$ cat config.mk
export PLATFORM = sky130hd
export DESIGN_NAME = mips_multicycle_ctrl
export DESIGN_NICKNAME = d
export VERILOG_FILES = /design/src/rtl/mips_multicycle_ctrl.sv
export SDC_FILE = /design/constraint.sdc
export NUM_CORES = 1
export LEC_CHECK = 0
export ABC_CLOCK_PERIOD_IN_PS = 1700
export BUFFER_PORTS_ARGS = -buffer_cell sky130_fd_sc_hd__buf_2
export CAP_MARGIN = 40
export CORE_MARGIN = 1.5
export CORE_UTILIZATION = 40
export CTS_BUF_LIST = sky130_fd_sc_hd__clkbuf_16
export DETAILED_ROUTE_END_ITERATION = 12
export GPL_TIMING_DRIVEN = 0
export PLACE_DENSITY_LB_ADDON = 0.3
export REMOVE_ABC_BUFFERS = 1
export SETUP_SLACK_MARGIN = 0.15
export SLEW_MARGIN = 0
export SYNTH_ARGS = -nofsm -noshare
export SYNTH_HDL_FRONTEND = slang
export SYNTH_SLANG_ARGS = --single-unit
export TNS_END_PERCENT = 10
$ cat constraint.sdc
create_clock -name clk -period 1.7 [get_ports clk]
set_input_delay 0.17 -clock clk [delete_from_list [all_inputs] [get_ports clk]]
set_output_delay 0.17 -clock clk [all_outputs]
set_load 0.02 [all_outputs]
$ cat src/rtl/mips_multicycle_ctrl.sv
// Multi-cycle MIPS control FSM: sequences fetch/decode/execute/memory/writeback
// over a shared ALU and memory, stalling on the memory ready handshake.
module mips_multicycle_ctrl (
  input  logic       clk,
  input  logic       rst_n,
  input  logic [5:0] op,
  input  logic [5:0] func,
  input  logic       zero,
  input  logic       mem_ready,
  output logic       pc_write,
  output logic       iord,
  output logic       mem_read,
  output logic       mem_write,
  output logic       ir_write,
  output logic       reg_write,
  output logic [1:0] reg_dst,
  output logic [1:0] mem_to_reg,
  output logic       alu_src_a,
  output logic [1:0] alu_src_b,
  output logic [2:0] alu_op,
  output logic [1:0] pc_src,
  output logic       instr_done,
  output logic       trap,
  output logic [3:0] state
);

  localparam logic [5:0] OP_RT   = 6'd0;
  localparam logic [5:0] OP_LW   = 6'd35;
  localparam logic [5:0] OP_SW   = 6'd43;
  localparam logic [5:0] OP_BEQ  = 6'd4;
  localparam logic [5:0] OP_BNE  = 6'd5;
  localparam logic [5:0] OP_J    = 6'd2;
  localparam logic [5:0] OP_JAL  = 6'd3;
  localparam logic [5:0] OP_ADDI = 6'd8;
  localparam logic [5:0] OP_SLTI = 6'd10;
  localparam logic [5:0] F_ADD   = 6'd32;
  localparam logic [5:0] F_SUB   = 6'd34;
  localparam logic [5:0] F_SLT   = 6'd42;
  localparam logic [5:0] F_JR    = 6'd8;

  localparam logic [2:0] ALU_ADD = 3'd0;
  localparam logic [2:0] ALU_SUB = 3'd1;
  localparam logic [2:0] ALU_SLT = 3'd2;

  typedef enum logic [3:0] {
    S_IDLE    = 4'd0,
    S_FETCH   = 4'd1,
    S_DECODE  = 4'd2,
    S_MEM_ADR = 4'd3,
    S_MEM_RD  = 4'd4,
    S_WB_MEM  = 4'd5,
    S_MEM_WR  = 4'd6,
    S_EX_R    = 4'd7,
    S_WB_R    = 4'd8,
    S_EX_I    = 4'd9,
    S_WB_I    = 4'd10,
    S_BRANCH  = 4'd11,
    S_JUMP    = 4'd12,
    S_JAL     = 4'd13,
    S_JR      = 4'd14,
    S_TRAP    = 4'd15
  } state_t;

  state_t r_state;
  state_t w_next;

  always_ff @(posedge clk or negedge rst_n) begin
    if (!rst_n) r_state <= S_IDLE;
    else        r_state <= w_next;
  end

  assign state = r_state;

  always_comb begin
    w_next     = r_state;
    pc_write   = 1'b0;
    iord       = 1'b0;
    mem_read   = 1'b0;
    mem_write  = 1'b0;
    ir_write   = 1'b0;
    reg_write  = 1'b0;
    reg_dst    = '0;
    mem_to_reg = '0;
    alu_src_a  = 1'b0;
    alu_src_b  = '0;
    alu_op     = ALU_ADD;
    pc_src     = '0;
    instr_done = 1'b0;
    trap       = 1'b0;

    case (r_state)
      S_IDLE: w_next = S_FETCH;

      // PC+4 is computed in the ALU while the instruction is read.
      S_FETCH: begin
        mem_read  = 1'b1;
        alu_src_b = 2'd1;
        if (mem_ready) begin
          ir_write = 1'b1;
          pc_write = 1'b1;
          w_next   = S_DECODE;
        end
      end

      S_DECODE: begin
        alu_src_b = 2'd3;
        case (op)
          OP_LW, OP_SW:     w_next = S_MEM_ADR;
          OP_RT: begin
            if (func == F_ADD || func == F_SUB || func == F_SLT) w_next = S_EX_R;
            else if (func == F_JR)                               w_next = S_JR;
            else                                                 w_next = S_TRAP;
          end
          OP_ADDI, OP_SLTI: w_next = S_EX_I;
          OP_BEQ, OP_BNE:   w_next = S_BRANCH;
          OP_J:             w_next = S_JUMP;
          OP_JAL:           w_next = S_JAL;
          default:          w_next = S_TRAP;
        endcase
      end

      S_MEM_ADR: begin
        alu_src_a = 1'b1;
        alu_src_b = 2'd2;
        w_next    = (op == OP_LW) ? S_MEM_RD : S_MEM_WR;
      end

      S_MEM_RD: begin
        mem_read = 1'b1;
        iord     = 1'b1;
        if (mem_ready) w_next = S_WB_MEM;
      end

      S_WB_MEM: begin
        reg_write  = 1'b1;
        mem_to_reg = 2'd1;
        instr_done = 1'b1;
        w_next     = S_FETCH;
      end

      S_MEM_WR: begin
        mem_write = 1'b1;
        iord      = 1'b1;
        if (mem_ready) begin
          instr_done = 1'b1;
          w_next     = S_FETCH;
        end
      end

      S_EX_R: begin
        alu_src_a = 1'b1;
        case (func)
          F_SUB:   alu_op = ALU_SUB;
          F_SLT:   alu_op = ALU_SLT;
          default: alu_op = ALU_ADD;
        endcase
        w_next = S_WB_R;
      end

      S_WB_R: begin
        reg_write  = 1'b1;
        reg_dst    = 2'd1;
        instr_done = 1'b1;
        w_next     = S_FETCH;
      end

      S_EX_I: begin
        alu_src_a = 1'b1;
        alu_src_b = 2'd2;
        alu_op    = (op == OP_SLTI) ? ALU_SLT : ALU_ADD;
        w_next    = S_WB_I;
      end

      S_WB_I: begin
        reg_write  = 1'b1;
        instr_done = 1'b1;
        w_next     = S_FETCH;
      end

      // Target already sits in ALUOut from DECODE; the ALU compares regA/regB.
      S_BRANCH: begin
        alu_src_a  = 1'b1;
        alu_op     = ALU_SUB;
        pc_src     = 2'd1;
        instr_done = 1'b1;
        pc_write   = ((op == OP_BEQ) && zero) || ((op == OP_BNE) && !zero);
        w_next     = S_FETCH;
      end

      S_JUMP: begin
        pc_src     = 2'd2;
        pc_write   = 1'b1;
        instr_done = 1'b1;
        w_next     = S_FETCH;
      end

      S_JAL: begin
        reg_write  = 1'b1;
        reg_dst    = 2'd2;
        mem_to_reg = 2'd2;
        pc_src     = 2'd2;
        pc_write   = 1'b1;
        instr_done = 1'b1;
        w_next     = S_FETCH;
      end

      S_JR: begin
        pc_src     = 2'd3;
        pc_write   = 1'b1;
        instr_done = 1'b1;
        w_next     = S_FETCH;
      end

      S_TRAP: trap = 1'b1;

      default: w_next = S_IDLE;
    endcase
  end

endmodule
After elaboration in Yosys (flattened, before gate mapping)
Cells that the tools add are included.

Bits in registers: 4. Bits of input ports: 16. Logic and storage cells: 78.

Equal/unequal tests: 30. Muxes and demuxes: 25. Reductions and logical operators: 22.

Operator list (count): == test 4 bit (second input constant) (8); case mux 4 bit (8 select lines) (1); == test 6 bit (second input constant) (5); case mux 4 bit (6 select lines) (1); == test 6 x 4 -> 1 bit (second input constant) (3); case mux 2 bit (3 select lines) (3); == test 4 x 3 -> 1 bit (second input constant) (4); 2-to-1 mux 4 bit (4); OR reduction 2 bit (7); == test 6 x 2 -> 1 bit (second input constant) (2); == test 6 x 3 -> 1 bit (second input constant) (2); case mux 2 bit (2 select lines) (3); 2-to-1 mux 1 bit (9); == test 4 x 2 -> 1 bit (second input constant) (2); nonzero test 8 bit (1); OR reduction 4 bit (2); OR reduction 8 bit (1); OR reduction 7 bit (1); zero test 6 bit (1); inequality test 2 bit (second input constant) (3); == test 4 x 1 -> 1 bit (second input constant) (1); zero test 4 bit (1); 2-to-1 mux 2 bit (2); AND reduction 4 bit (1); 6 further kinds (9).

Logic depth before layout (Yosys ltp)
Gate-level depths: netlist of run 1.

Depth after elaboration: 6. Mapped depth: 5. Gate-level depth less buffers: 4.

Worst setup path after synthesis of run 1
OpenSTA, ideal clock, no wires.

Path kind: register to output. Start point: reg r_state[3], in the netlist state[3]. End point: out alu_op[1]. Data arrival time: 1.545 ns. Data required time: 1.530 ns. Slack: -0.015 ns. Cell stages (with the launch flop): 4. Buffers on the path: 0. Cells stage by stage: dfrtp_1 -> nand2b_1 -> or4_1 -> a21oi_1.

Word-level cells in the longest chain between the ends: 2. Elaborated cells between the ends (all ways): 4.

RTL lines: from (decl) (RTL line 64) `state_t r_state;`; from (signal assigned) (RTL line 69) `else r_state <= w_next;`; == test 4 bit or == test 4 x 3 -> 1 bit (tied branches) (RTL line 91) `case (r_state)`; case mux 2 bit (3 select lines) (*) (RTL line 91); to (decl) (RTL line 20) `output logic [2:0] alu_op,`.

Every way passes the cells marked *; elsewhere a longest branch is shown, timed or not.

Final worst setup path of run 1
Start point: reg r_state[2], in the netlist state[2]. End point: out alu_op[0].

Same word-level chain as after synthesis.

==> results of run 1 <==
cell usage in the layout, fill, tap and decap left out, types with 4 or more instances in the layout:
master,synthesis,layout
buf_2,3,30
buf_4,2,15
nand2_1,11,11
a21oi_1,10,9
inv_1,7,7
nor3_1,8,7
nor2_1,9,5
buf_6,0,5
nor2_2,0,4
dfrtp_2,0,4
per-layer routing:
metal	vias up	GRT usage	wire, µm
met2	71	0.472	1140
met5	-	0	0
li1	427	-	-
met1	435	0.344	872
met4	0	0.0968	63
met3	10	0.0391	225
path summary, 6_finish.rpt:
kind,start,end,slack [ns],depth (start not counted)
hold reg to reg,state[0],state[0],0.66,2
hold / removal,mem_ready,state[1],0.27,3
max in group asynchronous,rst_n,state[1],1.29,2
setup reg to reg,state[2],state[1],0.22,6
min in group asynchronous,rst_n,state[3],0.28,2
setup / recovery,state[2],alu_op[0],-0.07,5
metrics by stage:
stage               setup slack (ns)  instances  hold slack [ns]
floorplan                     -0.133         85           -0.126
global placement             -0.0776        138          -0.0272
detailed placement            -0.108        138          -0.0240
CTS                          -0.0195        154            0.260
global route                  -0.112        154            0.274
finish                       -0.0705        154            0.266
cell families after synthesis:
family,after synthesis
flops,4
xor+xnor,2
simple gates,43
other cells,1
compound gates,28
buf+inv,14
report_power, final:
part,leakage (nW),total (mW),switching (mW),internal (mW)
Combinational,0.415,1.56,0.929,0.635
Clock,0.0370,0.363,0.0627,0.300
Sequential,0.0436,0.226,0.0727,0.153
Total,0.496,2.15,1.06,1.09
worst max-delay path: cells and delay by family, from the launching register on:
| family | cells | cell delay [ns] |
|---|---|---|
| buffers and inverters | 2 | 0.26 |
| AND/OR/NAND/NOR | 2 | 0.56 |
| AO/OA/AOI/OAI | 1 | 0.16 |
| flip-flops | 1 | 0.40 |
cells in the mapped netlist (all sizes together) (2+ instances only):
library cell  instances
nand2                11
clkbuf                2
o311ai                2
a211oi                2
buf                   5
nor2                  9
inv                   7
nor4                  2
o22ai                 3
or4                   3
o21ai                 3
o211ai                3
nor3                  8
nand2b                3
a21oi                10
dfrtp                 4
layout make-up:
cell class,instances,area (µm²)
clock buffers,3,75.1
inverters,7,26.3
flip-flops and latches,4,105
repair buffers,51,329
well taps,15,18.8
multi-input cells,74,473
fillers,102,323
timing repair:
item,in CTS,in global routing
resized for setup,17,12
endpoints found under the setup margin,18,16
buffers inserted,12,0
hold buffers,1,0
pin swaps,4,2
endpoints found under the hold margin,4,0
==> results.yml, run 1 <==
place:
  hpwl_mm: 1.39
  dpl_cell_area_um2: 764
  gp_congestion: 0.917
  port_buffers: 38
die:
  die_y_um: 41.5
  rows: 13
  die_x_um: 41.5
  core-area_um2: 1350
  ios: 40
  start_util: 0.440
  dieArea_um2: 1730
timing:
  fin_ws_ns: -0.0705
  period_needed_ns: 1.77
  hold_violations: 0
  grt_setup_unrepaired: "yes"
  fin_worst_skew_ns: 0.000881
  finalCritPeriodShare: 1.04
  fin_tns_setup_ns: -0.0817
  max_freq_mhz: 565
  final-setup-viol-count: 2
  slew_viol_final: 0
drt:
  via_per_inst: 6.12
  wl_per_cell_um: 14.9
  drt_iter0_drc: 51
  wirelength_mm: 2.30
  drcViolationCount: 0
  postRouteAntennaNets: 0
  drtPass1Iterations: 4
  dr_total_vias: 943
final_layout:
  fin_util: 0.761
  design_area_um2: 1030
  largest_register_ffs: 4
  antenna_cells: 0
  drive_gt1_frac: 0.496
  nNetsFinal: 157
  syn2layout_area_growth_pct: 72.8
setup_path:
  crit_slowest_cell: "or4_4"
  crit_path_max_fanout: 5
  crit_path_start_kind: "flop"
  crit_type: "reg -> out"
  crit_arrival_ns: 1.60
  setup.worst_path.end_class: "primary output"
  critPathMostFrequentCell: "buf_6"
  worstPathCellList: "buf_6 -> nand2b_4 -> or4_4 -> a21oi_4 -> buf_6"
  required_ns: 1.53
  slowest_delay_ns: 0.50
power:
  power_density_nw_per_um2: 2100
  leakagePower_nw: 0.496
  ir_drop_mv: 0.807
  power.total_mw: 2.15
global_route:
  antenna_found_initial: 0
  grt_usage: 0.274
  overflow: 0
  grt_pass1_vias: 826
  grt_max_degree: 11
  grt_pass1_wl_mm: 3.70
yosys:
  yosys.area_share.simple: 0.385
  yosys_warnings: 0
  yosys.area_share.adder: 0
  netlist.area_leader.share: 0.168
  synth-xor-area-share: 0.0295
  syn-cell-area_um2: 594
  ys_top_cells_by_area: "dfrtp_1 17%, a21oi_1 8.4%, nand2_1 6.9%"
  synth-async-reset-ratio: 1.00
  yosysUniqueCellTypes: 35
  synth-compound-area-share: 0.301
  synth_cells: 92
  synth_top_flop_cell: "dfrtp_1"
  synth_top_family_by_area: "simple AND/OR/NAND/NOR gates"
  synth-seq-cells: 4
  synth_edf_count: 0
  synth_top_cell_by_area: "dfrtp_1"
  syn_avg_cell_area_um2: 6.46
  ys_seq_area_frac: 0.168
  synth.area.mux_share: 0
run_status:
  status: "complete, but fails checks"
  failed_checks: "setup timing"
flow_run:
  drv_cap: 0
cts:
  cts_htree_levels: 1
  clock-root-buffer: "clkbuf_16"
  cts_buffer_depth: 2
  cts_sinks: 4
  cts_tree: "yes"
  clk_pin_slew_ns: 0.03
  clk_latency_ns: 0.22
  cts_buffers: 3
worst_hold_path:
  hp-class: "in -> reg"
Note: power is estimated with default switching activity, not from simulation.
==> inputs of run 2 (changes only) <==
--- a/config.mk
+++ b/config.mk
@@ -10,7 +10,6 @@
 export CAP_MARGIN = 40
 export CORE_MARGIN = 1.5
 export CORE_UTILIZATION = 40
-export CTS_BUF_LIST = sky130_fd_sc_hd__clkbuf_16
 export DETAILED_ROUTE_END_ITERATION = 12
 export GPL_TIMING_DRIVEN = 0
 export PLACE_DENSITY_LB_ADDON = 0.3
==> results.yml, run 2 (synthesized netlist as in run 1, its figures left out) <==
run_status:
  status: "complete, but fails checks"
  failed_checks: "setup timing"
setup_path:
  r2r_slack_ns: 0.22
  crit_type: "reg -> out"
  required_ns: 1.53
  crit_arrival_ns: 1.59
  crit_path_max_fanout: 3
  setup.worst_path.end_class: "primary output"
  crit_path_start_kind: "flop"
worst_hold_path:
  hp-class: "in -> reg"
cts:
  cts_buffer_depth: 2
  cts_sinks: 4
  cts_tree: "yes"
  clock-root-buffer: "clkbuf_4"
  clk_pin_slew_ns: 0.04
  cts_htree_levels: 1
  clk_latency_ns: 0.23
  cts_buffers: 3
die:
  die_y_um: 41.5
  die_x_um: 41.5
  start_util: 0.440
  ios: 40
  dieArea_um2: 1730
  rows: 13
  core-area_um2: 1350
global_route:
  grt_max_degree: 13
  antenna_found_initial: 0
  grt_usage: 0.265
  grt_pass1_wl_mm: 3.59
  overflow: 0
  grt_pass1_vias: 804
power:
  power_density_nw_per_um2: 1950
  ir_drop_mv: 0.864
  swShare: 0.546
  leakagePower_nw: 0.472
  pwr-share-clk: 0.062
  p_seq_frac: 0.114
  combinationalPowerShare: 0.824
  p_sw_mw: 1.03
  p_int_uw: 857
final_layout:
  final_common_cell: "buf_2"
  design_area_um2: 968
  antenna_cells: 0
  largest_register_ffs: 4
  syn2layout_area_growth_pct: 62.9
  fin_util: 0.717
  layout.cells.most_common_list: "32 x buf_2, 13 x buf_4, 11 x nand2_1, 8 x a21oi_1"
  nNetsFinal: 156
  nFillCells: 114
  drive_gt1_frac: 0.500
place:
  dpl_cell_area_um2: 764
  pre_cts_ws_ns: -0.108
  port_buffers: 38
  hpwl_mm: 1.39
  gp_congestion: 0.917
timing:
  grt_setup_unrepaired: "yes"
  finalCritPeriodShare: 1.03
  period_needed_ns: 1.76
  max_freq_mhz: 569
  fin_worst_skew_ns: 0.00446
  holdWs_ns: 0.262
  final-setup-viol-count: 1
  hold_violations: 0
  slew_viol_final: 0
  fin_tns_setup_ns: -0.0569
  fin_ws_ns: -0.0569
drt:
  drcViolationCount: 0
  drt_iter0_drc: 32
  dr_total_vias: 938
  wl_per_cell_um: 14.7
  via_per_inst: 6.13
  drtPass1Iterations: 8
  wirelength_mm: 2.25
  postRouteAntennaNets: 0
flow_run:
  drv_cap: 0
run 2: changes by cell type in the layout (fill, tap and decap cells not counted), sizes merged:
cell	previous run	this run
buf	50	49
run 2: metrics by stage:
step / power [mW] / cells
detailed placement: 1.34 / 138
floorplan: 0.994 / 85
CTS: 1.78 / 153
global route: 2.02 / 153
finish: 1.89 / 153
global placement: 1.32 / 138
run 2: layout make-up:
class / instances / area, µm² / share of cell area
sequential: 4 / 105 / 0.109
tap: 15 / 18.8 / 0.0194
clock buffer: 3 / 22.5 / 0.0233
timing repair buffer: 50 / 313 / 0.323
multi-input combinational: 74 / 483 / 0.499
inverter: 7 / 26.3 / 0.0271
run 2: repair_timing:
action	in CTS	in global routing
pin swaps	5	3
endpoints found under the hold margin	4	0
hold buffers	1	0
setup endpoints to repair	18	17
gates resized for setup	17	12
setup buffers	11	0
run 2: worst paths after layout:
check | start | to | cells past startpoint
max in group asynchronous | rst_n | state[1] | 2
setup reg to reg | state[2] | state[1] | 6
setup / recovery | state[3] | alu_op[0] | 4
hold / removal | mem_ready | state[1] | 3
min in group asynchronous | rst_n | state[2] | 2
hold reg to reg | state[0] | state[0] | 2
run 2: critical path: stages, from the launching register on:
cell      delay, ns
dfrtp_2        0.41
nand2b_4       0.15
or4_4          0.50
a21oi_4        0.16
buf_6          0.13
run 2: per-layer routing:
layer  GRT usage  part of all wire
met1       0.349              0.36
met2       0.438              0.52
met3      0.0261              0.10
met4       0.110             0.018
met5           0                 0
run 2: power by group through the flow:
stage | logic, mW | clock network (mW) | registers (mW)
detailed placement | 1.03 | 0 | 0.311
CTS | 1.45 | 0.122 | 0.208
global route | 1.67 | 0.128 | 0.220
finish | 1.56 | 0.117 | 0.215
global placement | 1.02 | 0 | 0.306
floorplan | 0.670 | 0 | 0.325
==> inputs of run 3 (changes only) <==
--- a/config.mk
+++ b/config.mk
@@ -12,7 +12,7 @@
 export CORE_UTILIZATION = 40
 export DETAILED_ROUTE_END_ITERATION = 12
 export GPL_TIMING_DRIVEN = 0
-export PLACE_DENSITY_LB_ADDON = 0.3
+export PLACE_DENSITY = 0.84
 export REMOVE_ABC_BUFFERS = 1
 export SETUP_SLACK_MARGIN = 0.15
 export SLEW_MARGIN = 0
==> results.yml, run 3 (synthesized netlist as in run 1, its figures left out) <==
setup_path:
  crit_path_start_kind: "flop"
  crit_arrival_ns: 1.54
  required_ns: 1.53
  crit_type: "reg -> out"
  setup.worst_path.end_class: "primary output"
  crit_path_max_fanout: 3
die:
  ios: 40
  die_y_um: 41.5
  die_x_um: 41.5
  start_util: 0.440
  dieArea_um2: 1730
  rows: 13
  core-area_um2: 1350
final_layout:
  drive_gt1_frac: 0.522
  syn2layout_area_growth_pct: 61.9
  nFillCells: 119
  layout.cells.most_common_list: "32 x buf_2, 11 x nand2_1, 11 x buf_4, 7 x nor3_1, 7 x a21oi_1"
  stdcell_count: 151
  final_common_cell: "buf_2"
  nNetsFinal: 154
  fin_util: 0.713
  antenna_cells: 0
  largest_register_ffs: 4
drt:
  dr_total_vias: 867
  wl_per_cell_um: 13.8
  drt_iter0_drc: 16
  drtPass1Iterations: 4
  drcViolationCount: 0
  via_per_inst: 5.74
  wirelength_mm: 2.08
  postRouteAntennaNets: 0
power:
  leakagePower_nw: 0.458
  ir_drop_mv: 0.659
  power_density_nw_per_um2: 1940
cts:
  clock-root-buffer: "clkbuf_4"
  cts_sinks: 4
  cts_tree: "yes"
  cts_htree_levels: 1
  clk_latency_ns: 0.24
  cts_buffer_depth: 2
  clk_pin_slew_ns: 0.04
  cts_buffers: 3
global_route:
  antenna_found_initial: 0
  grt_pass1_wl_mm: 3.17
  grt_max_degree: 16
  grt_usage: 0.235
  overflow: 0
  grt_pass1_vias: 743
place:
  gp_congestion: 0.847
  port_buffers: 38
  place_inst: 138
  hpwl_mm: 1.36
timing:
  fin_ws_ns: -0.0133
  fin_worst_skew_ns: 0.00331
  final-setup-viol-count: 1
  finalCritPeriodShare: 1.01
  hold_violations: 0
  slew_viol_final: 0
  max_freq_mhz: 584
  grt_setup_unrepaired: "yes"
  period_needed_ns: 1.71
flow_run:
  drv_cap: 0
worst_hold_path:
  hp-class: "in -> reg"
run_status:
  status: "complete, but fails checks"
  failed_checks: "setup timing"
[run 3: cell types whose count changed in the layout (fill, tap and decap cells not counted), moves of 2 or more]
cell and delta:
a21oi_2 +2, buf_4 -2, inv_1 -2, inv_2 +2
nor2_2 -3, nor2_4 +2
[run 3: power by group]
| part | leakage, nW | internal, mW | total, mW | switching, mW |
|---|---|---|---|---|
| Clock | 0.0138 | 0.0791 | 0.120 | 0.0413 |
| Combinational | 0.401 | 0.610 | 1.52 | 0.913 |
| Sequential | 0.0436 | 0.153 | 0.222 | 0.0694 |
| Total | 0.458 | 0.842 | 1.87 | 1.02 |
[run 3: layout make-up]
type                            instances  area [µm²]  area share
Tap cell                               15        18.8      0.0195
Clock buffer                            3        22.5      0.0234
Multi-Input combinational cell         74         492       0.511
Inverter                                7        26.3      0.0273
Sequential cell                         4         105       0.109
Timing Repair Buffer                   48         298       0.309
[run 3: what timing repair did]
item                                    CTS  global route
buffers inserted                          9             0
endpoints found under the setup margin   18            12
hold buffers                              1             0
endpoints found under the hold margin     4             0
gates resized for setup                  25             8
pin swaps                                 5             5
[run 3: critical path: stages, from the launching register on]
cell,delay [ns]
dfrtp_2,0.40
nand2b_4,0.15
or4_4,0.47
a21oi_2,0.13
buf_4,0.15
[run 3: worst paths after layout]
check	from	to	slack, ns	depth (start not counted)
setup / recovery	state[3]	alu_op[0]	-0.01	4
hold / removal	mem_ready	state[1]	0.25	3
setup reg to reg	state[2]	state[2]	0.34	5
hold reg to reg	state[0]	state[3]	0.64	2
max in group asynchronous	rst_n	state[1]	1.30	2
min in group asynchronous	rst_n	state[2]	0.26	2
[run 3: layer usage]
layer	share of wire	track usage	wire length, µm	up-vias
li1	-	-	-	426
met1	0.39	0.271	802	395
met2	0.53	0.413	1110	42
met3	0.073	0.0609	152	4
met4	0.0067	0.0839	14	0
met5	0	0	0	-
[run 3: per-stage QoR]
stage | instance area (µm²) | setup TNS (ns) | hold slack (ns) | power (mW) | setup slack (ns)
after floorplan | 556 | -0.387 | -0.126 | 0.994 | -0.133
after detailed placement | 764 | -0.318 | -0.0202 | 1.34 | -0.0880
after global routing | 962 | -0.117 | 0.254 | 2.00 | -0.0726
after global placement | 764 | -0.190 | -0.0265 | 1.31 | -0.0727
final | 962 | -0.0133 | 0.249 | 1.87 | -0.0133
after CTS | 941 | -0.0137 | 0.229 | 1.78 | -0.0137
